<file path="src/rtl/fifo_pkg.sv">
// Shared pointer helpers for the dual-clock FIFO: Gray/binary conversion and pointer type.
package fifo_pkg;

  localparam int unsigned DEF_PTR_WIDTH = 3;

  typedef logic [DEF_PTR_WIDTH:0] ptr_t;

  // Operands are zero-extended to 32 bits; w selects the live pointer width.
  function automatic logic [31:0] bin2gray(input logic [31:0] b, input int unsigned w);
    logic [31:0] mask;
    mask = (w >= 32) ? '1 : ((32'd1 << w) - 32'd1);
    return (b ^ (b >> 1)) & mask;
  endfunction

  function automatic logic [31:0] gray2bin(input logic [31:0] g, input int unsigned w);
    logic [31:0] b;
    b = '0;
    b[31] = (w >= 32) ? g[31] : 1'b0;
    for (int i = 30; i >= 0; i--) begin
      b[i] = (i < int'(w)) ? (g[i] ^ b[i+1]) : 1'b0;
    end
    return b;
  endfunction

endpackage

</file>
<file path="src/rtl/sync_2ff.sv">
// Two-flop synchroniser for a Gray-coded bus crossing into the local clock domain.
module sync_2ff #(
  parameter int unsigned WIDTH = 4
) (
  input  logic             i_clk,
  input  logic             i_rst_n,
  input  logic [WIDTH-1:0] i_d,
  output logic [WIDTH-1:0] o_q
);

  logic [WIDTH-1:0] meta_q;

  always_ff @(posedge i_clk or negedge i_rst_n) begin
    if (!i_rst_n) begin
      meta_q <= '0;
      o_q    <= '0;
    end else begin
      meta_q <= i_d;
      o_q    <= meta_q;
    end
  end

endmodule

</file>
<file path="src/rtl/rptr_level_ctrl.sv">
// Read-side FIFO controller: read pointers, empty/almost-empty flags, level and underflow.
// Define RPTR_SYNC_EN to synchronise the raw write-domain Gray pointer internally.
module rptr_level_ctrl
  import fifo_pkg::*;
#(
  parameter int unsigned PTR_WIDTH = DEF_PTR_WIDTH,
  parameter int unsigned AE_RESET  = 1
) (
  input  logic               i_Rclk,
  input  logic               i_Rrst_n,
  input  logic               i_R_en,
  input  logic [PTR_WIDTH:0] i_g_wptr,
  input  logic [PTR_WIDTH:0] i_ae_thresh,
  input  logic               i_clr_err,
  output logic [PTR_WIDTH:0] o_b_rptr,
  output logic [PTR_WIDTH:0] o_g_rptr,
  output logic [PTR_WIDTH-1:0] o_raddr,
  output logic               o_empty,
  output logic               o_almost_empty,
  output logic [PTR_WIDTH:0] o_rlevel,
  output logic               o_rvalid,
  output logic               o_underflow
);

  localparam int unsigned PW = PTR_WIDTH + 1;

  logic [PTR_WIDTH:0] wsync;
  logic [PTR_WIDTH:0] wbin;
  logic [PTR_WIDTH:0] b_next;
  logic [PTR_WIDTH:0] g_next;
  logic [PTR_WIDTH:0] lvl_next;
  logic [PTR_WIDTH:0] thr_q;
  logic               acc;

`ifdef RPTR_SYNC_EN
  sync_2ff #(
    .WIDTH (PW)
  ) u_wptr_sync (
    .i_clk   (i_Rclk),
    .i_rst_n (i_Rrst_n),
    .i_d     (i_g_wptr),
    .o_q     (wsync)
  );
`else
  assign wsync = i_g_wptr;
`endif

  always_comb begin
    acc      = i_R_en & ~o_empty;
    b_next   = o_b_rptr + {{PTR_WIDTH{1'b0}}, acc};
    g_next   = PW'(bin2gray(32'(b_next), PW));
    wbin     = PW'(gray2bin(32'(wsync), PW));
    // Modular subtraction keeps the level correct across the pointer MSB wrap.
    lvl_next = wbin - b_next;
  end

  assign o_raddr = o_b_rptr[PTR_WIDTH-1:0];

  always_ff @(posedge i_Rclk or negedge i_Rrst_n) begin
    if (!i_Rrst_n) begin
      o_b_rptr       <= '0;
      o_g_rptr       <= '0;
      o_empty        <= 1'b1;
      o_almost_empty <= 1'b1;
      o_rlevel       <= '0;
      o_rvalid       <= 1'b0;
      o_underflow    <= 1'b0;
      thr_q          <= PW'(AE_RESET);
    end else begin
      o_b_rptr       <= b_next;
      o_g_rptr       <= g_next;
      o_empty        <= (wsync == g_next);
      o_rlevel       <= lvl_next;
      o_almost_empty <= (lvl_next <= thr_q);
      o_rvalid       <= acc;
      // Threshold only changes while nothing is buffered, so the flag never glitches.
      if (o_empty) begin
        thr_q <= i_ae_thresh;
      end
      if (i_R_en & o_empty) begin
        o_underflow <= 1'b1;
      end else if (i_clr_err) begin
        o_underflow <= 1'b0;
      end
    end
  end

endmodule

</file>
<file path="config.mk">
export PLATFORM = sky130hd
export DESIGN_NAME = rptr_level_ctrl
export DESIGN_NICKNAME = d
export VERILOG_FILES = /design/src/rtl/fifo_pkg.sv /design/src/rtl/sync_2ff.sv /design/src/rtl/rptr_level_ctrl.sv
export SDC_FILE = /design/constraint.sdc
export NUM_CORES = 1
export LEC_CHECK = 0
export CORE_MARGIN = 5
export CORE_UTILIZATION = 39
export CTS_BUF_LIST = sky130_fd_sc_hd__clkbuf_8
export DETAILED_ROUTE_END_ITERATION = 7
export GPL_TIMING_DRIVEN = 1
export PLACE_DENSITY = 0.69
export SLEW_MARGIN = 25
export SYNTH_ARGS = -nofsm -noshare
export SYNTH_HDL_FRONTEND = slang
export SYNTH_SLANG_ARGS = --single-unit
</file>
<file path="constraint.sdc">
create_clock -name i_Rclk -period 3.18 [get_ports i_Rclk]
set_input_delay 0.636 -clock i_Rclk [delete_from_list [all_inputs] [get_ports i_Rclk]]
set_output_delay 0.636 -clock i_Rclk [all_outputs]
set_load 0.01 [all_outputs]
</file>
Yosys cells after proc, flatten, opt, wreduce, memory -nomap -nowiden --
Index checks and enable logic that the tools add are counted.
Word-level totals: register bits 20, input bits 12
Cells by class: $add $sub $neg 2, magnitude comparators 1, equal/unequal tests 1, mux-type cells 2, bitwise operators 7, reduce and logical (&&, ||, !) cells 1
Operators with widths (number):
- $add 4x1->4 | 1
- $eq 4x4->1 | 1
- $le 4x4->1 | 1
- $sub 4x4->4 | 1
- $xor 4x3->4 | 1
- $xor 1x1->1 | 3
- $and 1x1->1 | 2
- $mux 1 | 2
- $reduce_bool 2->1 | 1
- $not 1->1 | 1

Logic depth before layout (Yosys ltp) --
depth after elaboration 5, mapped depth 12

Worst setup path before layout --
OpenSTA, ideal clock, no wires.
path type register to register, from reg o_empty, to reg o_almost_empty, setup time 0.079 ns, data arrival time 2.858 ns, data required time 3.101 ns, setup slack 0.243 ns, cell stages (with the launch flop) 12, buffers on the path 1, clock period less this slack 2.937 ns, path through dfstp_2 > clkbuf_1 > nor2b_1 > ha_1 > ha_1 > fa_1 > inv_1 > ha_1 > nor2b_1 > o21a_1 > o21a_1 > o21ai_0
Between the ends: cells in the longest elaborated chain, start to end 5
Ends and longest elaborated chain:
- start: declaration | RTL line rptr_level_ctrl.sv:18 | output logic o_empty,
- start signal: assignment | RTL line rptr_level_ctrl.sv:72 | o_empty <= (wsync == g_next);
- $not 1->1 | RTL line rptr_level_ctrl.sv:49 | acc = i_R_en & ~o_empty;
- $and 1x1->1 | RTL line rptr_level_ctrl.sv:49
- net acc | RTL line rptr_level_ctrl.sv:33 | logic acc;
- $add 4x1->4 | RTL line rptr_level_ctrl.sv:50 | b_next = o_b_rptr + {{PTR_WIDTH{1'b0}}, acc};
- net b_next[1] | RTL line rptr_level_ctrl.sv:29 | logic [PTR_WIDTH:0] b_next;
- $sub 4x4->4 | RTL line rptr_level_ctrl.sv:54 | lvl_next = wbin - b_next;
- net lvl_next[1] | RTL line rptr_level_ctrl.sv:31 | logic [PTR_WIDTH:0] lvl_next;
- $le 4x4->1 | RTL line rptr_level_ctrl.sv:74 | o_almost_empty <= (lvl_next <= thr_q);
- end signal: assignment | RTL line rptr_level_ctrl.sv:74
- end: declaration | RTL line rptr_level_ctrl.sv:19 | output logic o_almost_empty,
The timed path passes the listed nets, and every way through them passes these cells. A chain may end at the register's enable or synchronous reset.

Worst setup path after layout --
from in i_g_wptr[2], to reg o_almost_empty
Between the ends: cells in the longest elaborated chain, start to end 5
Ends and longest elaborated chain:
- start: declaration | RTL line rptr_level_ctrl.sv:12 | input logic [PTR_WIDTH:0] i_g_wptr,
- $xor 1x1->1 * (2 in series) | RTL line fifo_pkg.sv:20 | b[i] = (i < int'(w)) ? (g[i] ^ b[i+1]) : 1'b0;
- $xor 1x1->1 | RTL line fifo_pkg.sv:20
- $sub 4x4->4 * | RTL line rptr_level_ctrl.sv:54
- net lvl_next[1] | RTL line rptr_level_ctrl.sv:31
- $le 4x4->1 * | RTL line rptr_level_ctrl.sv:74
The timed path passes the listed nets; every way through them passes the cells marked *.

==> impl_results.md <==
- Status: finished, final reports clean
- Post-layout util: 0.588
- Origin of the critical flop-to-flop path: o_empty
- Xor/xnor share of the synthesized area: 0.163
- Endpoints failing hold: 0
- DP Wirelength: 1630 um
- Clk slew on worst S/H paths: 70 ps
- Grt met2 use: 0.198
- Number of I/O pins: 31
- Worst-skew pair later-pin latency: 260 ps
- Worst slew margin: 0.453
- Worst-Margin Slew: 817 ps
- Core Box Area: 0.00245 mm^2
- Crit path time final: 3090 ps
- Synth Flop Type: dfrtp_1
- Most frequent cells after synthesis: dfrtp_1 (16), inv_1 (10), xnor2_1 (10), ha_1 (9), nand2_1 (6)
- DR DRC count: 0
- Via count: 677
- Critical Path Sink Type: flop
- Post-synth EDFFs: 0
- Vias in the first global route: 711
- Fraction of layout cells with a size suffix above 1: 0.187
- Clk buf depth: 2
- Largest net degree at the start of global routing: 20
- Async set or reset register ratio after synthesis: 1.00
- Crit share post-route: 0.972
- Starting Density: 0.402
- Yosys top cell by area: dfrtp_1
- Sequential share of the synthesized area: 0.485
- Max Fanout on Critical Path: 2
- VDD IR-drop max: 0.000590 V
- Setup crit end: o_almost_empty
- Netlist cell types: 24
- Synth warn: 0
- Cells after DPL: 148
- Pwr dens: 1170 mW/mm^2
- Post-synthesis mux area share: 0.0215
- Via density: 4.42
- Cts bufs inserted: 3
- Final setup fails: 0
- Fillers: 205
- Synth top area cells: dfrtp_1 (41%), ha_1 (11%), xnor2_1 (8.9%)
- WL/cell: 13.1 um
- Worst-case reg-to-reg path depth: 10
- Initial antenna violation count: 0
- #FFs+latches synth: 19
- Die Height: 60.3 um
- Met3 usage: 0.0194
- Crit Path Class: in2reg
- Main combinational cell family by area after synthesis: XOR/XNOR gates
- Lkg Pwr: 0.661 nW
- Crit path launch: i_g_wptr[2]
- Grt total ovfl: 0
- Die area: 0.00364 mm^2
- Antenna-violating nets left: 0
- Gpl congestion: 0.730
- Total track usage: 0.123
- CP Launch Type: primary input
- Worst hold path type: reg2reg
- Syn Nets: 106
- Post-Synthesis Cells: 84
- Die X-Extent: 60.3 um
- Post-layout nets: 146
- Final slew viol count: 0
- Global Route met1 Usage: 0.158
- Hold Buf Count CTS: 0
- Syn avg cell area: 11.8 um^2
- Synthesized area: 987 um^2
- Most Used Layer, Global Route: met2
- Layout Area Growth over Synthesis: 46.1%
- Max-cap violation count: 0
- RSZ-0062 raised after global routing: no
- Post-route clock skew: 1.22 ps
- Worst Path Required: 3370 ps
- Post-synthesis compound-gate area fraction: 0.0532
- Final wirelength: 2010 um
- Synth Area in Simple Gates: 0.0697
- Post-Layout Cell Count: 153
- CTS tree: built
- Top-area cell type share of the netlist area: 0.406
- Global-route wire length before repair: 3180 um
- Post-synthesis adder-cell area fraction: 0.134
- Diodes inserted: 0
- Reg-to-reg slack, setup: 580 ps
- Root Buffer: clkbuf_8
- H-tree depth: 1
- Initial DRC Count: 5
- Max Fclk: 0.324 GHz
- FF-to-FF End: o_almost_empty
- Rows: 18
- Most common cell in the synthesized netlist: dfrtp_1
- WP data arrival: 3280 ps
- Number of port buffers: 30
- Clk sinks: 19
- TritonRoute pass-1 iters: 4
[metrics by stage]
step                      total power [mW]  hold WS (ps)  worst slack (ps)  setup TNS [ps]  instance area [um^2]
after CTS                             1.69           554              9.58               0                  1410
after global routing                  1.84           584              1.43               0                  1440
after global placement                1.47           511              -184            -184                  1360
after detailed placement              1.52           536              -254            -254                  1360
final                                 1.69           543              90.6               0                  1440
after floorplan                       1.08           340               243               0                   987
[power by group]
group          switching, mW  internal (mW)  total, mW
Sequential            0.0647          0.374      0.439
Clock                 0.0809         0.0871      0.168
Combinational          0.472          0.611       1.08
Total                  0.618           1.07       1.69
[cell type report]
class | instances | area (um^2) | share of cell area
clock buffer | 3 | 41.3 | 0.0286
clock inverter | 1 | 5.00 | 0.00347
inverter | 10 | 37.5 | 0.0260
multi-input combinational | 50 | 464 | 0.322
sequential | 19 | 479 | 0.332
tap | 30 | 37.5 | 0.0260
timing repair buffer | 40 | 378 | 0.262
[cell families (layout without fill, tap and decap cells)]
logic type	count (synthesis)	in the layout
AO/OA/AOI/OAI	9	9
XOR/XNOR	16	16
adder cells (fa/ha/maj)	10	10
buffers and inverters	15	54
flip-flops	19	19
multiplexers	2	2
AND/OR/NAND/NOR	13	13
[layer usage]
layer,wire length [um],part of all wire
met5,0,0
met3,89,0.044
met4,48,0.024
met2,999,0.50
met1,867,0.43
[worst min-delay path by stage]
stage | startpoint | to | slack [ps] | cells after the start
global placement | o_underflow | o_underflow | 510 | 2
finish | thr_q[3] | thr_q[3] | 540 | 2
global route | thr_q[2] | thr_q[2] | 580 | 2
CTS | thr_q[3] | thr_q[3] | 550 | 2
detailed placement | thr_q[3] | thr_q[3] | 540 | 2
floorplan | i_Rrst_n | o_b_rptr[0] | 340 | 0
[critical path: stages]
cell	delay, ps
clkdlybuf4s50_1	530
xor2_2	210
xnor2_2	100
xor2_1	150
ha_1	240
fa_1	500
inv_1	50
ha_1	290
nor2b_1	140
o21a_1	160
o21a_1	160
o21ai_1	120
[timing repair]
action	in CTS	in global routing
gates resized for setup	0	5
buffers inserted	0	1
endpoints found under the setup margin	0	1
[flip-flops by register name, summed over array words and instances, names as in the netlist]
name and flops:
o_almost_empty 1, o_b_rptr 4, o_empty 1, o_g_rptr 3
o_rlevel 4, o_rvalid 1, o_underflow 1, thr_q 4
[cells in the final DEF (no fill, tap or decap), drive strengths merged]
cell	instances
a21o	1
a21oi	1
and2	1
buf	10
clkbuf	3
clkdlybuf4s50	29
clkinv	1
dfrtp	16
dfstp	3
dlymetal6s2s	1
fa	1
ha	9
inv	10
mux2	1
mux2i	1
nand2	6
nand3	1
nand4	1
nor2	1
nor2b	2
nor3b	1
o21a	2
o21ai	5
xnor2	10
xnor3	1
xor2	5
Power figures use the tool's default switching activity.
